### src/rtl/sm_minmax_tracker_pkg.sv
// sm_pkg: shared FSM states, status bit indices and sign-magnitude helpers
package sm_pkg;
  typedef enum logic [1:0] {IDLE, ACCUM, DONE} state_t;
  localparam int ST_NEG = 0;
  localparam int ST_SAT = 1;
  localparam int ST_EQ = 2;
  localparam int ST_NEGZERO = 3;
  function automatic logic [1:0] sm_flags(input logic sign, input logic mag_zero);
    return {sign & mag_zero, sign & ~mag_zero};
  endfunction
endpackage

### src/rtl/sm_minmax_tracker_lt.sv
// sm_lt: sign-magnitude strict less-than with -0 ordered below +0
module sm_lt #(
  parameter int M = 8
) (
  input  logic [M-1:0] a,
  input  logic [M-1:0] b,
  output logic         lt
);
  always_comb
    lt = (a == b) ? 1'b0 :
         (a[M-1] != b[M-1]) ? a[M-1] :
         a[M-1] ? (a[M-2:0] > b[M-2:0]) : (a[M-2:0] < b[M-2:0]);
endmodule

### src/rtl/sm_minmax_tracker.sv
// sm_minmax_tracker: per-frame min/max/count/status of sign-magnitude samples
module sm_minmax_tracker
  import sm_pkg::*;
#(
  parameter int M = 8,
  parameter int C = 16
) (
  input  logic         i_clk,
  input  logic         i_rst,
  input  logic         i_valid,
  output logic         o_ready,
  input  logic [M-1:0] i_data,
  input  logic         i_last,
  output logic [M-1:0] o_min,
  output logic [M-1:0] o_max,
  output logic [C-1:0] o_count,
  output logic [3:0]   o_status,
  output logic         o_done
);
  state_t state_q, state_d;
  logic take, first, lt_min, lt_max, cnt_sat;
  logic [1:0] flags;
  logic [3:0] keep, status_n;
  logic [M-1:0] min_n, max_n;
  logic [C-1:0] cnt_n;
  sm_lt #(.M(M)) u_lt_min (.a(i_data), .b(o_min), .lt(lt_min));
  sm_lt #(.M(M)) u_lt_max (.a(o_max), .b(i_data), .lt(lt_max));
  always_ff @(posedge i_clk)
    state_q <= i_rst ? IDLE : state_d;
  always_comb
    state_d = (state_q == DONE) ? IDLE :
              (take && i_last) ? DONE :
              take ? ACCUM : state_q;
  always_comb begin
    o_ready = state_q != DONE;
    o_done = state_q == DONE;
  end
  always_comb begin
    take = i_valid && o_ready;
    first = state_q == IDLE;
    flags = sm_flags(i_data[M-1], i_data[M-2:0] == '0);
    min_n = (first || lt_min) ? i_data : o_min;
    max_n = (first || lt_max) ? i_data : o_max;
    cnt_sat = o_count == '1;
    cnt_n = first ? C'(1) : cnt_sat ? o_count : o_count + C'(1);
    keep = first ? 4'b0 : o_status;
    status_n = keep;
    status_n[ST_NEG] = keep[ST_NEG] | flags[0];
    status_n[ST_NEGZERO] = keep[ST_NEGZERO] | flags[1];
    status_n[ST_SAT] = keep[ST_SAT] | (!first && cnt_sat);
    status_n[ST_EQ] = min_n == max_n;
  end
  always_ff @(posedge i_clk)
    if (i_rst) begin
      o_min <= '0;
      o_max <= '0;
      o_count <= '0;
      o_status <= '0;
    end else if (take) begin
      o_min <= min_n;
      o_max <= max_n;
      o_count <= cnt_n;
      o_status <= status_n;
    end
endmodule
### config.mk
export PLATFORM = sky130hd
export DESIGN_NAME = sm_minmax_tracker
export DESIGN_NICKNAME = d
export VERILOG_FILES = /design/src/rtl/sm_minmax_tracker_pkg.sv /design/src/rtl/sm_minmax_tracker_lt.sv /design/src/rtl/sm_minmax_tracker.sv
export SDC_FILE = /design/constraint.sdc
export NUM_CORES = 1
export LEC_CHECK = 0
export CELL_PAD_IN_SITES_DETAIL_PLACEMENT = 1
export CELL_PAD_IN_SITES_GLOBAL_PLACEMENT = 2
export CORE_MARGIN = 10
export CORE_UTILIZATION = 24
export CTS_CLUSTER_DIAMETER = 40
export DETAILED_ROUTE_END_ITERATION = 8
export PLACE_DENSITY_LB_ADDON = 0.1
export SLEW_MARGIN = 10
export SYNTH_ARGS = -nofsm -noshare
export SYNTH_HDL_FRONTEND = slang
export SYNTH_HIERARCHICAL = 1
export SYNTH_SLANG_ARGS = --single-unit
### constraint.sdc
create_clock -name i_clk -period 5.24 [get_ports i_clk]
set_input_delay 1.048 -clock i_clk [delete_from_list [all_inputs] [get_ports i_clk]]
set_output_delay 1.048 -clock i_clk [all_outputs]
set_load 0.01 [all_outputs]
Word level (Yosys, flattened, before mapping)
Cells that the tools add are included.
{"block": "op_classes", "addsub": 1, "n_lt_le_gt_ge": 4, "eq_ne": 9, "mux": 13, "n_bitwise": 6, "n_reduce_logical": 12}
{"cell": "$mux 16", "n": 2}
{"cell": "$eq 8x8->1", "n": 3}
{"cell": "$add 16x1->16 const B", "n": 1}
{"cell": "$eq 16x16->1 const B", "n": 1}
{"cell": "$mux 8", "n": 2}
{"cell": "$gt 7x7->1", "n": 2}
{"cell": "$lt 7x7->1", "n": 2}
{"cell": "$logic_not 7->1", "n": 1}
{"cell": "$mux 1", "n": 6}
{"cell": "$mux 2", "n": 2}
{"cell": "$mux 4", "n": 1}
{"cell": "$ne 2x2->1 const B", "n": 2}
{"cell": "$logic_and 1x1->1", "n": 3}
{"cell": "$or 1x1->1", "n": 3}
{"cell": "$reduce_or 3->1", "n": 1}
{"cell": "$and 1x1->1", "n": 2}
{"cell": "$eq 2x2->1 const B", "n": 1}
{"cell": "$logic_not 2->1", "n": 1}
{"cell": "$logic_or 1x1->1", "n": 2}
{"cell": "$ne 1x1->1", "n": 2}
{"cell": "$reduce_and 2->1", "n": 1}
{"cell": "$reduce_bool 2->1", "n": 1}
{"cell": "$reduce_or 2->1", "n": 1}
{"cell": "$logic_not 1->1", "n": 1}
{"cell": "$not 1->1", "n": 1}
{"block": "word_totals", "reg_bits": 38, "in_bits": 12}

Longest topological paths before layout
Gate-level depths: netlist of the first run.
{"block": "depth", "ltp_word": 7, "ltp_mapped": 13}

Hierarchy
Netlist of the first run, hierarchy kept.
{"module": "sm_minmax_tracker", "n_inst": 1, "cells_each": 222, "area_per_inst_um2": 2039.5}
{"module": "sm_lt", "n_inst": 2, "cells_each": 28, "area_per_inst_um2": 196.4}

Least setup slack after synthesis of the first run
Ideal clock, no wire load.
{"block": "synth_path", "kind": "input port to flip-flop", "start": "in i_data[2]", "end": "reg o_status[2]", "setup_ns": 0.087, "t_arrival_ns": 3.213, "setup_slack_ns": 1.940, "path_stages": 13, "n_path_buf": 2, "cell_sequence": "inv_1 -> ha_1 -> a21oi_2 -> a21oi_1 -> or4_1 -> nand3_1 -> buf_2 -> buf_2 -> nor2b_1 -> nor3_1 -> o211ai_1 -> o311ai_0 -> o31ai_1"}
{"block": "synth_between", "elab_chain_cells": 7, "elab_cells_between_ends": 17}
{"item": "start: declaration", "line_no": "sm_minmax_tracker.sv:12", "text": "input logic [M-1:0] i_data,"}
{"item": "$lt 7x7->1 / $gt 7x7->1 (equally long branches)", "line_no": "sm_minmax_tracker_lt.sv:12", "text": "a[M-1] ? (a[M-2:0] > b[M-2:0]) : (a[M-2:0] < b[M-2:0]);"}
{"item": "$mux 1", "line_no": "sm_minmax_tracker_lt.sv:12"}
{"item": "$mux 1", "line_no": "sm_minmax_tracker_lt.sv:11", "text": "(a[M-1] != b[M-1]) ? a[M-1] :"}
{"item": "$mux 1 (*)", "line_no": "sm_minmax_tracker_lt.sv:10", "text": "lt = (a == b) ? 1'b0 :"}
{"item": "via lt_max", "line_no": "sm_minmax_tracker.sv:21", "text": "logic take, first, lt_min, lt_max, cnt_sat;"}
{"item": "$logic_or 1x1->1 (*)", "line_no": "sm_minmax_tracker.sv:43", "text": "max_n = (first || lt_max) ? i_data : o_max;"}
{"item": "$mux 8 (*)", "line_no": "sm_minmax_tracker.sv:43"}
{"item": "$eq 8x8->1 (*)", "line_no": "sm_minmax_tracker.sv:51", "text": "status_n[ST_EQ] = min_n == max_n;"}
{"item": "end signal: assignment", "line_no": "sm_minmax_tracker.sv:63", "text": "o_status <= status_n;"}
{"item": "end: declaration", "line_no": "sm_minmax_tracker.sv:17", "text": "output logic [3:0] o_status,"}
The timed path passes the listed nets; every way through them passes the cells marked *.
A chain may end at the register's enable or synchronous reset.

Worst setup path after layout of the first run
{"block": "layout_path", "start": "in i_data[6]", "end": "reg o_status[2]"}
Same word-level chain as after synthesis.

==> metrics.md, run 1 <==
| Metric | Value |
|---|---|
| Top-area cell type share of the netlist area | 0.313 |
| Status | finished, final reports clean |
| First-pass iteration count of the detailed router | 4 |
| Filler cells | between 1k and 1.5k |
| Fin Setup TNS | 0 ns |
| HP Class | flop to flop |
| Crit path DAT | between 4 and 5 ns |
| Rows | 36 |
| Final Max Tran Viols | 0 |
| Slowest stage cell, crit path | clkdlybuf4s50_1 |
| Clk slew on worst S/H paths | 0.09 ns |
| Power Density | 256 nW/um^2 |
| NumNets Final | 356 |
| Initial core utilization | 0.248 |
| Wire per inst | 15.7 um |
| Slew @ Worst Pin | 1.07 ns |
| Number of I/O port buffers | 49 |
| Final Setup Violations | 0 |
| Layout cells sized above 1 | 0.0879 |
| Top Family by Delay on Critical Path | compound AO/OA/AOI/OAI gates |
| Total gr overflow | 0 |
| Post-CTS sizing | 0 |
| RePlAce Congestion | 0.722 |
| Hold Fails Final Rpt | 0 |
| Clk buf depth | 2 |
| Warnings from Yosys | 6 |
| CTS Hold Bufs | 0 |
| Final antenna-violating net count | 0 |
| Antenna cell count | 0 |
| RSZ-0062 raised after global routing | false |
| Crit-path cells | clkdlybuf4s50_1 -> inv_1 -> ha_1 -> a21oi_1 -> o21ai_0 -> or4_1 -> nand3_1 -> mux2i_1 -> xnor2_1 -> o311ai_0 -> o21ai_0 -> o31ai_1 |
| WP buf/inv | 2 |
| Sequential cell area | ~760 sq um |
| H-tree levels | 2 |
| Reg2reg start | o_max[6]$_SDFFE_PP0P_ |
| Area grow syn2layout | 32.4% |
| Io pins | 50 |
| Die Ht | 121 um |
| HP Start | o_status[1]$_SDFFE_PP0P_ |
| Gr usage total | 0.106 |
| CTS buffer count | 5 |
| Multi-input gate area | 1550 sq um |
| DRC | 0 |
| Max-Cap Viols | 0 |
| DR vias/cell | 4.62 |
| Final worst slack | 1.06 ns |
| Required @ worst endpoint | between 5 and 6 ns |
| Pin count of the biggest net entering global routing | 26 |
| Vias | 2141 |
| Maximum VDD drop | 0.000101 V |
| TritonCTS clock tree | built |
| Sequential area share after synthesis | 0.313 |
| Reg2reg path depth | 10 |
| Die ar. | roughly 15000 sq um |
| Crit path from | i_data[6] |
| Worst slew margin | 0.284 |
| Clock latency on the worst-skew pair | 0.29 ns |
| Die Span X | around 120 um |
| CTS root buffer | clkbuf_8 |
| Fin crit share | 0.799 |
| DP Worst Slack | 0.757 ns |
| Setup bufs post-CTS | 0 |
| Util after Layout | 0.328 |
| Worst path max stage delay | between 0.6 and 0.7 ns |
| Fmax | 239 MHz |
| Vias in the first global route | 2318 |
| Cell mode on critical path | o21ai_0 |
| Critical path launch point type | input port |
| Critical path depth | 12 |
| Global-route wire length before repair | about 12000 um |
| Core Region | 9820 sq um |
| Mapped cell area | 2430 sq um |
| Worst Hold Depth | 2 |
| Clk_skew | between 0.008 and 0.009 ns |
| Clock sinks | 38 |
| Area contributors post-synth | dfxtp_1 (31%), mux2i_1 (9.9%), xnor2_1 (9.4%) |
| Netlist cell types | 46 |
| Initial antenna violation count | 0 |
| Routed wire length | 7290 um |
| Cells after Synth | 278 |
| Kind of critical path | input port to flop |
| Worst Setup End Kind | flop |
| Average cell area after synthesis | 8.75 sq um |
| Mapped Nets | 305 |
| Leakage power | 1.21 nW |
| Synth Register Bits | 38 |
| Crit path max fanout | 8 |
| DP HPWL | 5510 um |
| Drt initial violations | 64 |
| Leading area contributor after synthesis | dfxtp_1 |
| Min Tclk post-route | 4.18 ns |
-- worst paths after layout --
path	to	slack, ns
hold / removal	o_status[1]$_SDFFE_PP0P_	0.49
setup reg to reg	o_status[2]$_SDFFE_PP0P_	2.11
setup / recovery	o_status[2]$_SDFFE_PP0P_	1.06
hold reg to reg	o_status[1]$_SDFFE_PP0P_	0.49
-- worst min-delay path, cell delays in order (launching register included) --
cell and delay, ns:
dfxtp_1 0.34, a31oi_1 0.04, nor2_1 0.07
-- power by group --
| group | total (mW) | internal [mW] | switching, mW |
|---|---|---|---|
| logic | 0.186 | 0.0907 | 0.0956 |
| clock network | 0.318 | 0.203 | 0.115 |
| registers | 0.321 | 0.302 | 0.0190 |
| total | 0.825 | 0.596 | 0.229 |
-- stage by stage --
step	power (mW)	area [sq um]	hold slack, ns	cells
global route	0.877	3220	0.540	463
detailed placement	0.518	3080	0.476	455
CTS	0.843	3220	0.498	463
global placement	0.518	3080	0.463	455
floorplan	0.439	2430	0.505	278
finish	0.825	3220	0.487	463
-- state kept, by name (all words and copies together), names as in the netlist --
register / count
o_count: 16
o_max: 8
o_min: 8
o_status: 4
state_q: 2
-- placed cells by master (no fill, tap or decap), types with 5 or more instances in the layout --
cell and n:
nand2b_1 5, nand2_1 10, buf_4 6, nand3_1 9
nand3b_1 5, a21oi_2 5, dfxtp_1 38, inv_1 18
ha_1 15, xnor2_1 26, nor3_1 5, o21ai_0 5
clkdlybuf4s50_1 49, a21oi_1 12, nand4_1 7, mux2i_1 24
clkbuf_8 6, a211oi_1 5, nor2_1 38
-- routing by layer --
metal | vias up | global-route usage | routed length, um
met5 | - | 0 | 0
met2 | 34 | 0.161 | 3050
li1 | 1086 | - | -
met3 | 5 | 0.0293 | 329
met1 | 1016 | 0.142 | 3840
met4 | 0 | 0.0294 | 67
-- cells in the mapped netlist (all sizes together) --
cell type / n
xor2: 2
o22a: 1
nor4: 3
or4: 3
a31oi: 1
nor3b: 1
o31ai: 1
or3: 2
a32oi: 1
nand3: 9
and2: 4
a211oi: 8
o21ai: 7
nand3b: 6
xnor2: 26
o311ai: 2
o21a: 1
dfxtp: 38
o21ba: 1
a221oi: 1
o211ai: 1
nor2: 38
buf: 7
a21oi: 17
a2111oi: 1
nor4b: 1
mux2i: 24
and4: 2
ha: 15
nand4: 8
nand2: 10
a22o: 1
nor3: 5
nand2b: 5
o221ai: 2
clkbuf: 4
inv: 18
nor2b: 1
-- logic make-up (layout without fill, tap and decap cells) --
group,count (synthesis),after routing,synth area share
fa+ha+maj,15,15,0.0772
simple gates,98,98,0.218
mux,24,24,0.0988
buf+inv,29,81,0.0509
flops,38,38,0.313
compound gates,46,46,0.142
xor+xnor,28,28,0.101
-- cell type report --
class	count	share of cell area
multi-input cells	211	0.481
well taps	133	0.0517
clock inverters	2	0.0186
clock buffers	6	0.0256
inverters	18	0.0210
flip-flops and latches	38	0.236
repair buffers	55	0.166
No activity file was read; power rests on OpenSTA's default activity.
==> inputs of run 2 (changes only) <==
clock period = 4.4 ns   (was 5.24 ns; I/O delays follow)
==> run 2 against run 1 <==
  * Global-route usage shrank 0.20 points
  * Sequential power grew 19%
  * Non-clock buffer count grew 6
  * Sequential share of layout area shrank 0.11 points
  * Combinational power grew 23%
  * Via count grew 1.9%
  * Critical path type unchanged
  * Critical endpoint unchanged
  * Largest cell class unchanged
==> metrics.md, run 2 (synthesis results as in run 1) <==
| Metric | Value |
|---|---|
| Antenna cell count | 0 |
| CTS buffer count | 5 |
| Max FFs per register | 16 |
| Maximum VDD drop | 0.000127 V |
| Leading cell types in the layout, fill and taps excluded | clkdlybuf4s50_1 (49), nor2_1 (38), dfxtp_1 (38) |
| Global-route wire length before repair | 12300 um |
| Die Span X | between 100 and 150 um |
| Worst path max stage delay | about 0.64 ns |
| Wire per inst | about 16 um |
| RSZ-0062 raised after global routing | false |
| Required @ worst endpoint | 4.57 ns |
| Clock sinks | 38 |
| Die Ht | 121 um |
| Min Tclk post-route | 3.69 ns |
| Worst Setup End Kind | flop |
| NumNets Final | 362 |
| Number of I/O port buffers | 49 |
| CTS Hold Bufs | 0 |
| Final antenna-violating net count | 0 |
| Area grow syn2layout | 33.0% |
| DRC | 0 |
| Slew @ Worst Pin | about 1.0 ns |
| Routed wire length | 7430 um |
| Crit path max fanout | 15 |
| Fin Setup TNS | 0 ns |
| RePlAce Congestion | 0.708 |
| Post-layout instance area | 3240 sq um |
| Critical path launch point type | input port |
| Status | finished, final reports clean |
| Gr usage total | 0.104 |
| Hold Fails Final Rpt | 0 |
| Clk slew on worst S/H paths | ~0.080 ns |
| DP HPWL | 5710 um |
| Biggest register | o_count |
| Io pins | 50 |
| Post-CTS sizing | 0 |
| Vias | 2181 |
| Clk_skew | 0.00801 ns |
| Fmax | 271 MHz |
| Vias in the first global route | 2309 |
| Power Density | roughly 280 nW/um^2 |
| Dpl cell area | 3120 sq um |
| H-tree levels | 2 |
| Core Region | just under 10000 sq um |
| TritonCTS clock tree | built |
| HP Class | flop to flop |
| Final Setup Violations | 0 |
| Fin crit share | 0.838 |
| DR vias/cell | 4.66 |
| Kind of critical path | input port to flop |
| CTS root buffer | clkbuf_8 |
| Final Max Tran Viols | 0 |
| Initial antenna violation count | 0 |
| Crit path DAT | 3.86 ns |
| Commonest non-fill, non-tap cell in the layout | clkdlybuf4s50_1 |
| Crit-path cells | clkdlybuf4s50_1 -> inv_1 -> ha_1 -> nand4_1 -> a21oi_1 -> or4_1 -> nand3_1 -> buf_4 -> mux2i_1 -> xnor2_1 -> nor2_1 -> o311ai_0 -> o31ai_1 |
| Clock latency on the worst-skew pair | 0.29 ns |
| Drt initial violations | slightly above 40 |
| First-pass iteration count of the detailed router | 4 |
| Rows | 36 |
| Layout cells sized above 1 | 0.101 |
| Slowest stage cell, crit path | clkdlybuf4s50_1 |
| Max-Cap Viols | 0 |
| Top Registers | o_count (16), o_max (8), o_min (8) |
| Pin count of the biggest net entering global routing | 25 |
| Worst slew margin | 0.296 |
| Total gr overflow | 0 |
| Die ar. | 14600 sq um |
| Initial core utilization | 0.248 |
| Leakage power | 1.23 nW |
| Clk buf depth | 2 |
| Setup bufs post-CTS | 0 |
==> run 2: area by class of cell <==
class	count	area (sq um)
clock buffers	6	82.6
repair buffers	61	581
fillers	1177	6580
multi-input cells	211	1550
inverters	18	67.6
flip-flops and latches	38	761
well taps	133	166
clock inverters	1	30.0
==> run 2: worst paths after layout <==
check             depth (start not counted)                startpoint                       end  slack, ns
setup reg to reg                         11     o_min[6]$_SDFFE_PP0P_  o_status[2]$_SDFFE_PP0P_       1.44
hold / removal                            2  o_status[1]$_SDFFE_PP0P_  o_status[1]$_SDFFE_PP0P_       0.49
setup / recovery                         13                 i_data[3]  o_status[2]$_SDFFE_PP0P_       0.71
hold reg to reg                           2  o_status[1]$_SDFFE_PP0P_  o_status[1]$_SDFFE_PP0P_       0.49
==> run 2: through the flow <==
stage               instances  setup slack (ns)   util  hold slack (ns)  total power, mW
floorplan                 278              1.27      -            0.505            0.523
global placement          461             0.494  0.318            0.456            0.622
detailed placement        461             0.417  0.318            0.469            0.623
CTS                       468             0.720  0.330            0.490            0.943
global route              468             0.449  0.330            0.555            0.986
finish                    468             0.711  0.330            0.489            0.922
==> run 2: report_power, final <==
part	switching, mW	total, mW	internal [mW]
registers	0.0232	0.383	0.360
clock network	0.129	0.310	0.182
logic	0.116	0.229	0.113
==> run 2: metal layers <==
layer	track usage	vias to the layer above	part of all wire
met5	0	-	0
met4	0.0256	0	0.0065
met3	0.0298	4	0.046
met2	0.157	30	0.43
met1	0.141	1051	0.52
li1	-	1096	-
==> run 2: critical path, delay by kind of cell <==
family	cells	cell delay [ns]
multiplexers	1	0.24
buffers and inverters	3	0.96
adder cells (fa/ha/maj)	1	0.28
XOR/XNOR	1	0.14
AND/OR/NAND/NOR	4	0.88
AO/OA/AOI/OAI	3	0.47
